===== src/rtl/muldiv_seq_if.sv =====
// muldiv_seq_if: operand/result handshake bundle between the execute stage
// (master) and the iterative multiply/divide unit (slave).
interface muldiv_seq_if #(
    parameter int W = 32
);
    logic         flush;
    logic         in_valid;
    logic         in_ready;
    logic [1:0]   op;
    logic         signed_op;
    logic [W-1:0] a;
    logic [W-1:0] b;
    logic         out_valid;
    logic         out_ready;
    logic [W-1:0] result;
    logic [W-1:0] result_hi;
    logic         div_zero;

    modport master (
        output flush, in_valid, op, signed_op, a, b, out_ready,
        input  in_ready, out_valid, result, result_hi, div_zero
    );

    modport slave (
        input  flush, in_valid, op, signed_op, a, b, out_ready,
        output in_ready, out_valid, result, result_hi, div_zero
    );
endinterface


===== src/rtl/muldiv_seq.sv =====
// muldiv_seq: iterative shift-add multiplier / restoring divider, one result
// bit per clock, W cycles per op, valid/ready on both sides.
// Optional feature macro: MULDIV_SIGNED_EN -- when defined, signed_op selects
// two's-complement operands (magnitude on entry, sign fix-up on exit); when
// undefined every op is unsigned and no negation logic is built.
module muldiv_seq #(
    parameter  int W  = 32,
    localparam int CW = $clog2(W) + 1
) (
    input  logic         clk,
    input  logic         rst_n,
    muldiv_seq_if.slave  bus
);

    typedef enum logic [1:0] {
        IDLE = 2'd0,
        RUN  = 2'd1,
        DONE = 2'd2
    } state_t;

    state_t         state_q, state_d;
    logic [CW-1:0]  cnt_q;
    // hi_q: high product / partial remainder; lo_q: multiplier / dividend-quotient
    logic [W-1:0]   hi_q, lo_q, opnd_q;
    logic           is_div_q, is_mod_q, dz_q;

    logic           accept, in_div, last;
    logic [W-1:0]   mag_a, mag_b;
    logic [W:0]     add_sum, shifted;
    logic [W-1:0]   diff, hi_nx, lo_nx;
    logic           ge;
    logic [2*W-1:0] prod;
    logic [W-1:0]   quo, rem, res_d, res_hi_d;
    logic [W-1:0]   result_q, result_hi_q;
    logic           div_zero_q;

    // flush wins over a same-cycle accept
    assign accept = bus.in_valid && (state_q == IDLE) && !bus.flush;
    assign in_div = (bus.op == 2'b01) || (bus.op == 2'b10);
    assign last   = (state_q == RUN) && (cnt_q == CW'(1));

`ifdef MULDIV_SIGNED_EN
    logic sa, sb, neg_q_q, neg_r_q;

    assign sa    = bus.signed_op & bus.a[W-1];
    assign sb    = bus.signed_op & bus.b[W-1];
    assign mag_a = sa ? -bus.a : bus.a;
    assign mag_b = sb ? -bus.b : bus.b;

    // Result signs are captured at accept so operands need not be kept.
    always_ff @(posedge clk or negedge rst_n) begin
        if (!rst_n) begin
            neg_q_q <= 1'b0;
            neg_r_q <= 1'b0;
        end else if (accept) begin
            neg_q_q <= sa ^ sb;
            neg_r_q <= sa;
        end
    end
`else
    logic unused_signed_op;

    assign unused_signed_op = bus.signed_op;
    assign mag_a = bus.a;
    assign mag_b = bus.b;
`endif

    // State register.
    always_ff @(posedge clk or negedge rst_n) begin
        if (!rst_n) state_q <= IDLE;
        else        state_q <= state_d;
    end

    // Next-state: IDLE -> RUN on accept, RUN -> DONE on last bit,
    // DONE -> IDLE on out_ready; flush returns to IDLE from anywhere.
    always_comb begin
        state_d = state_q;
        case (state_q)
            IDLE:    if (accept) state_d = RUN;
            RUN:     if (cnt_q == CW'(1)) state_d = DONE;
            DONE:    if (bus.out_ready) state_d = IDLE;
            default: state_d = IDLE;
        endcase
        if (bus.flush) state_d = IDLE;
    end

    // One iteration of the shared datapath: shift-add for MUL, restoring
    // subtract for DIV/MOD. The remainder never exceeds the divisor, so W bits
    // of hi_q suffice; only the shifted trial value needs W+1 bits.
    always_comb begin
        add_sum = {1'b0, hi_q} + (lo_q[0] ? {1'b0, opnd_q} : {(W+1){1'b0}});
        shifted = {hi_q, lo_q[W-1]};
        ge      = shifted >= {1'b0, opnd_q};
        diff    = shifted[W-1:0] - opnd_q;
        if (is_div_q) begin
            hi_nx = ge ? diff : shifted[W-1:0];
            lo_nx = {lo_q[W-2:0], ge};
        end else begin
            hi_nx = add_sum[W:1];
            lo_nx = {add_sum[0], lo_q[W-1:1]};
        end
    end

    // Final result from the last iteration, with sign fix-up and the
    // divide-by-zero quotient override (remainder already equals the dividend).
    always_comb begin
        prod = {hi_nx, lo_nx};
        quo  = lo_nx;
        rem  = hi_nx;
`ifdef MULDIV_SIGNED_EN
        if (neg_q_q) begin
            prod = -prod;
            quo  = -quo;
        end
        if (neg_r_q) rem = -rem;
`endif
        if (dz_q) quo = {W{1'b1}};
        if (is_div_q) begin
            res_d    = is_mod_q ? rem : quo;
            res_hi_d = rem;
        end else begin
            res_d    = prod[W-1:0];
            res_hi_d = prod[2*W-1:W];
        end
    end

    // Operand capture at accept, then one bit per RUN cycle.
    always_ff @(posedge clk or negedge rst_n) begin
        if (!rst_n) begin
            cnt_q    <= '0;
            hi_q     <= '0;
            lo_q     <= '0;
            opnd_q   <= '0;
            is_div_q <= 1'b0;
            is_mod_q <= 1'b0;
            dz_q     <= 1'b0;
        end else if (bus.flush) begin
            cnt_q <= '0;
        end else if (accept) begin
            cnt_q    <= CW'(W);
            hi_q     <= '0;
            lo_q     <= in_div ? mag_a : mag_b;
            opnd_q   <= in_div ? mag_b : mag_a;
            is_div_q <= in_div;
            is_mod_q <= (bus.op == 2'b10);
            dz_q     <= in_div && (bus.b == '0);
        end else if (state_q == RUN) begin
            cnt_q <= cnt_q - CW'(1);
            hi_q  <= hi_nx;
            lo_q  <= lo_nx;
        end
    end

    // Output registers load only on the final iteration; held through DONE
    // and deliberately left untouched by flush.
    always_ff @(posedge clk or negedge rst_n) begin
        if (!rst_n) begin
            result_q    <= '0;
            result_hi_q <= '0;
            div_zero_q  <= 1'b0;
        end else if (last && !bus.flush) begin
            result_q    <= res_d;
            result_hi_q <= res_hi_d;
            div_zero_q  <= dz_q;
        end
    end

    // Handshake decoded from state only; in_ready is also held low in reset.
    assign bus.in_ready  = rst_n && (state_q == IDLE);
    assign bus.out_valid = (state_q == DONE);
    assign bus.result    = result_q;
    assign bus.result_hi = result_hi_q;
    assign bus.div_zero  = div_zero_q;

endmodule


===== src/flat_wrapper.sv =====
// flat-port wrapper written by rule: the top's interface ports become plain ports
module muldiv_seq_flat 
#(
    parameter  int W  = 32,
    localparam int CW = $clog2(W) + 1
)
  (clk, rst_n, bus_flush, bus_in_valid, bus_op, bus_signed_op, bus_a, bus_b, bus_out_ready, bus_in_ready, bus_out_valid, bus_result, bus_result_hi, bus_div_zero);
  muldiv_seq_if #(.W(W)) bus_i ();
  input  logic clk;
  input  logic rst_n;
  input wire logic [$bits(bus_i.flush)-1:0] bus_flush;
  input wire logic [$bits(bus_i.in_valid)-1:0] bus_in_valid;
  input wire logic [$bits(bus_i.op)-1:0] bus_op;
  input wire logic [$bits(bus_i.signed_op)-1:0] bus_signed_op;
  input wire logic [$bits(bus_i.a)-1:0] bus_a;
  input wire logic [$bits(bus_i.b)-1:0] bus_b;
  input wire logic [$bits(bus_i.out_ready)-1:0] bus_out_ready;
  output wire logic [$bits(bus_i.in_ready)-1:0] bus_in_ready;
  output wire logic [$bits(bus_i.out_valid)-1:0] bus_out_valid;
  output wire logic [$bits(bus_i.result)-1:0] bus_result;
  output wire logic [$bits(bus_i.result_hi)-1:0] bus_result_hi;
  output wire logic [$bits(bus_i.div_zero)-1:0] bus_div_zero;
  assign bus_i.flush = bus_flush;
  assign bus_i.in_valid = bus_in_valid;
  assign bus_i.op = bus_op;
  assign bus_i.signed_op = bus_signed_op;
  assign bus_i.a = bus_a;
  assign bus_i.b = bus_b;
  assign bus_i.out_ready = bus_out_ready;
  assign bus_in_ready = bus_i.in_ready;
  assign bus_out_valid = bus_i.out_valid;
  assign bus_result = bus_i.result;
  assign bus_result_hi = bus_i.result_hi;
  assign bus_div_zero = bus_i.div_zero;
  muldiv_seq #(.W(W)) u_core (.clk(clk), .rst_n(rst_n), .bus(bus_i));
endmodule

===== config.mk =====
export PLATFORM = sky130hd
export DESIGN_NAME = muldiv_seq_flat
export DESIGN_NICKNAME = d
export VERILOG_FILES = /design/src/rtl/muldiv_seq_if.sv /design/src/rtl/muldiv_seq.sv /design/src/flat_wrapper.sv
export SDC_FILE = /design/constraint.sdc
export NUM_CORES = 1
export LEC_CHECK = 0
export CAP_MARGIN = 5
export CORE_ASPECT_RATIO = 1.25
export CORE_UTILIZATION = 40
export CTS_CLUSTER_SIZE = 25
export DETAILED_ROUTE_END_ITERATION = 12
export DONT_BUFFER_PORTS = 1
export GPL_ROUTABILITY_DRIVEN = 0
export PLACE_DENSITY = 0.59
export RECOVER_POWER = 25
export SYNTH_ARGS = -nofsm -noshare
export SYNTH_HDL_FRONTEND = slang
export SYNTH_SLANG_ARGS = --single-unit

===== constraint.sdc =====
create_clock -name clk -period 7.2 [get_ports clk]
set_input_delay 0.72 -clock clk [delete_from_list [all_inputs] [get_ports clk]]
set_output_delay 0.72 -clock clk [all_outputs]
set_load 0.01 [all_outputs]

### Word level (Yosys, flattened, before mapping)

Cells that the tools add are included.

* register bits: 172
* logic and storage cells: 60

* add/subtract/negate cells: 3
* magnitude comparators: 1
* eq/ne operators: 8
* mux-type cells: 21
* bitwise gates (word level): 1
* reduce and logical (&&, ||, !) cells: 15

Operator list (count)
* 2-to-1 mux 32 bit: 13
* adder 32 x 33 -> 33 bit: 1
* >= comparator 33 x 32 -> 1 bit: 1
* zero test 32 bit: 1
* subtractor 32 bit: 1
* 2-to-1 mux 6 bit: 3
* 2-to-1 mux 2 bit: 4
* equality test 6 x 1 -> 1 bit, second input constant: 1
* logical AND 1 bit: 6
* != test 3 x 2 -> 1 bit, second input constant: 2
* case mux 2 bit (3 select lines): 1
* subtractor 6 x 1 -> 6 bit, second input constant: 1
* equality test 2 x 1 -> 1 bit, second input constant: 2
* equality test 2 bit, second input constant: 2
* AND reduction 2 bit: 2
* != test 3 bit, second input constant: 1
* AND reduction 3 bit: 1
* nonzero test 3 bit: 1
* zero test 2 bit: 1
* nonzero test 2 bit: 1
* zero test 1 bit: 1
* logical OR 1 bit: 1
* inverter 1 bit: 1

### Longest topological paths before layout

* word-level depth: 6
* mapped depth: 14
* mapped depth without buffers: 13

### Least setup slack after synthesis

OpenSTA, ideal clock, no wires.

* kind: register to register
* start: register u_core.lo_q[0]
* end: register u_core.result_hi_q[23], in the netlist u_core.bus.result_hi[23]
* arrival time: 3.096 ns
* data required time: 7.058 ns
* path slack: 3.962 ns
* stages on the path, launching flop included: 14
* buffers on the path: 1
* cells stage by stage: dfrtp_1 clkbuf_1 and2_1 ha_1 fa_1 a211oi_1 o21ai_0 nand3_1 a31oi_1 o31ai_1 o22ai_1 mux2_2 a2111oi_0 o21ai_0

* word-level cells in the longest chain between the ends: 3

RTL lines
* start: declaration: line muldiv_seq.sv:24 `logic [W-1:0] hi_q, lo_q, opnd_q;`
* start signal: assignment: line muldiv_seq.sv:142 `lo_q <= in_div ? mag_a : mag_b;`
* start signal: assignment: line muldiv_seq.sv:150 `lo_q <= lo_nx;`
* 2-to-1 mux 32 bit: line muldiv_seq.sv:91 `add_sum = {1'b0, hi_q} + (lo_q[0] ? {1'b0, opnd_q} : {(W+1){1'b0}});`
* adder 32 x 33 -> 33 bit: line muldiv_seq.sv:91
* 2-to-1 mux 32 bit: line muldiv_seq.sv:95 `if (is_div_q) begin`
* end signal: assignment: line muldiv_seq.sv:163 `result_hi_q <= res_hi_d;`
* end: declaration: line muldiv_seq.sv:34 `logic [W-1:0] result_q, result_hi_q;`

Every way passes these cells.
A chain may end at the register's enable or synchronous reset.

==> flow_metrics.py <==
metrics = {
    "timing": {
        "finalCriticalPeriod_ns": 5.04,
        "setup_viol": 0,
        "tightest_slew_ns": 4.50,
        "grt_setup_unrepaired": "false",
        "fin_setup_tns_ns": 0,
        "hold_viol": 0,
        "timing.fmax_ghz": 0.198,
        "setup_slack_ns": 2.16,
        "max-slew-margin-rel": -2.00,
        "skew_ns": 0.0105,
        "period_share": 0.700,
        "drv_slew": 173,
        "timing.hold.ws_ns": 0.323,
    },
    "route": {
        "ant_nets": 0,
        "drc": 0,
        "vias": 11123,
        "drt_iter0_drc": 818,
        "post_drt_wl_per_cell_um": 22.4,
        "dr.pass1.iters": 5,
        "vias_per_cell": 6.13,
        "wl_um": 40700,
    },
    "synthesis": {
        "syn_area_per_cell_sq_um": 8.68,
        "netlist_area_sq_um": 12700,
        "syn-num-nets": 1605,
        "synth_top_area_frac": 0.339,
        "ys_ff_latch": 172,
        "seq_area_frac_synth": 0.339,
        "ys_warn_count": 0,
        "synth_area_leader_cell": "dfrtp_1",
        "ys_top_cells_by_area": "dfrtp_1 (34%), mux2i_1 (9.2%), ha_1 (6.6%)",
        "ys_dominant_reg_cell": "dfrtp_1",
        "synthArstFlopShare": 1.00,
        "synthesis.instances": 1464,
        "synth_edf_count": 0,
        "netlist-cell-type-count": 77,
    },
    "critical_path": {
        "cp.required_ns": 6.07,
        "critical_path_class": "in2async",
        "rr_endpoint": "u_core.bus.result_hi[23]$_DFFE_PN0P_",
        "cpMaxStageDelayCell": "clkbuf_2",
        "crit_buf_inv": 1,
        "ff2ff_setup_slack_ns": 2.55,
        "arrival_ns": 3.91,
        "worst_setup_path_end_kind": "async pin",
        "critPathMaxStageDelay_ns": 2.95,
        "crit_chain": "clkbuf_2",
        "crit_start": "rst_n",
        "critPathMaxFanout": 172,
        "crit_path_start_kind": "input pin",
        "setup.worst_path.end": "u_core.is_div_q$_DFFE_PN0P_",
        "ff2ff_path_depth": 12,
        "critical-path-top-delay-family": "buffers and inverters",
        "crit_cells": 1,
        "reg2reg_from": "u_core.lo_q[0]$_DFFE_PN0P_",
    },
    "clock_network": {
        "clk_latency_ns": 0.47,
        "cts-buffers-inserted": 17,
        "post_cts_buffers": 0,
        "cts_sinks": 172,
        "tritoncts": "done",
        "ctsHtreeMaxLevel": 4,
        "clockRootBuffer": "clkbuf_16",
        "clk_pin_slew_ns": 0.07,
        "clock_path_buffers": 2,
    },
    "global_routing": {
        "antenna_found_initial": 0,
        "grt_start_max_net_pins": 173,
        "grt_pass1_vias": 10833,
        "grt.overflow.total": 0,
        "grt_pass1_wl_um": 64400,
        "track_usage": 0.259,
    },
    "finish": {
        "synthToLayoutAreaGrowth_pct": 5.95,
        "fin_nets": 1535,
        "n_fill_cell": 3123,
        "layout-drive-gt1-share": 0.0647,
        "layout_commonest_cell": "dfrtp_1",
        "mostFrequentLayoutCells": "dfrtp_1 (171), nand2_1 (143), o21ai_0 (122)",
        "antenna_cells": 0,
        "final_cell_area_sq_um": 13500,
    },
    "power_and_ir_drop": {
        "total_power_mw": 5.54,
        "power_density_nw_per_um2": 411,
        "leakagePower_nw": 6.25,
        "ir_drop_uv": 211,
    },
    "placement": {
        "dp_slack_ns": 2.60,
        "hpwl_um": 29400,
        "port-buffer-count": 0,
        "placed_area_sq_um": 12900,
    },
    "flow_run": {
        "maxCapViolCount": 1,
    },
    "floorplanning": {
        "coreArea_sq_um": 31100,
        "dieArea_sq_um": 32500,
        "start_util": 0.409,
        "die_w_um": 161,
        "die_h_um": 201,
        "rows": 72,
        "ioPinCount": 139,
    },
    "outcome": {
        "status": "complete, but fails checks",
        "violations": "max-capacitance violations, max-slew violations",
    },
    "worst_hold_path": {
        "hold_class": "in2reg",
    },
}
stage by stage:
stage	cells	util
floorplan	1464	-
global placement	1781	0.415
detailed placement	1781	0.415
CTS	1814	0.434
global route	1814	0.433
finish	1814	0.433
registers in the layout, summed over array words and instances (netlist names):
signal                flops
u_core.hi_q              32
u_core.opnd_q            32
u_core.cnt_q              6
u_core.is_div_q           1
u_core.dz_q               1
u_core.is_mod_q           1
u_core.bus.result_hi     32
u_core.bus.result        32
u_core.lo_q              32
u_core.state_q            2
u_core.bus.div_zero       1
layout make-up:
class / count / area, sq um / area share
clock buffers: 20 / 447 / 0.0332
clock inverters: 12 / 115 / 0.00854
inverters: 48 / 180 / 0.0134
multi-input cells: 1145 / 7840 / 0.582
flip-flops and latches: 172 / 4310 / 0.320
well taps: 407 / 509 / 0.0378
repair buffers: 10 / 72.6 / 0.00539
report_power, final:
group	internal (mW)	total [mW]	switching (mW)
Clock	0.490	0.927	0.437
Sequential	1.29	1.79	0.502
Combinational	1.14	2.82	1.69
routing by layer:
metal,vias to the layer above,part of all wire,GRT usage
met5,-,0,0
met4,0,0.026,0.0927
met3,55,0.070,0.0493
met2,373,0.47,0.415
met1,5448,0.43,0.347
li1,5247,-,-
synthesized netlist by cell type, types with 11 or more instances:
cell / number
a31oi_1: 12
nor2_1: 93
and3_1: 19
xor2_1: 25
nor2b_1: 12
a21o_1: 36
dfrtp_1: 172
clkbuf_1: 81
nand2_1: 144
mux2i_1: 117
buf_2: 11
xnor2_1: 24
ha_1: 67
a21oi_1: 113
o21ai_0: 122
nor3_1: 27
nand3_1: 29
a22o_1: 17
nand4_1: 15
inv_1: 48
o221ai_1: 33
mux2_2: 22
a211oi_1: 26
o21a_1: 13
and2_1: 38
cell families after synthesis:
kind of cell / Yosys count / synth area share
compound gates: 462 / 0.237
simple gates: 424 / 0.160
flops: 172 / 0.339
buf+inv: 147 / 0.0474
mux: 141 / 0.114
fa+ha+maj: 69 / 0.0691
xor+xnor: 49 / 0.0338
how the worst min path moves through the flow:
stage               startpoint                         endpoint  slack (ns)  depth (start not counted)
CTS                  bus_flush    u_core.state_q[0]$_DFFE_PN0P_        0.31                          1
detailed placement       rst_n       u_core.lo_q[6]$_DFFE_PN0P_        0.43                          0
global placement         rst_n       u_core.lo_q[7]$_DFFE_PN0P_        0.43                          0
floorplan                rst_n  u_core.bus.div_zero$_DFFE_PN0P_        0.42                          0
global route         bus_flush    u_core.state_q[0]$_DFFE_PN0P_        0.31                          1
finish               bus_flush    u_core.state_q[0]$_DFFE_PN0P_        0.32                          1
repair_timing:
item,4_1_cts,5_1_grt
gates resized for setup,0,0
endpoints found under the hold margin,172,0
hold buffers,1,0
Note: power is estimated with default switching activity, not from simulation.
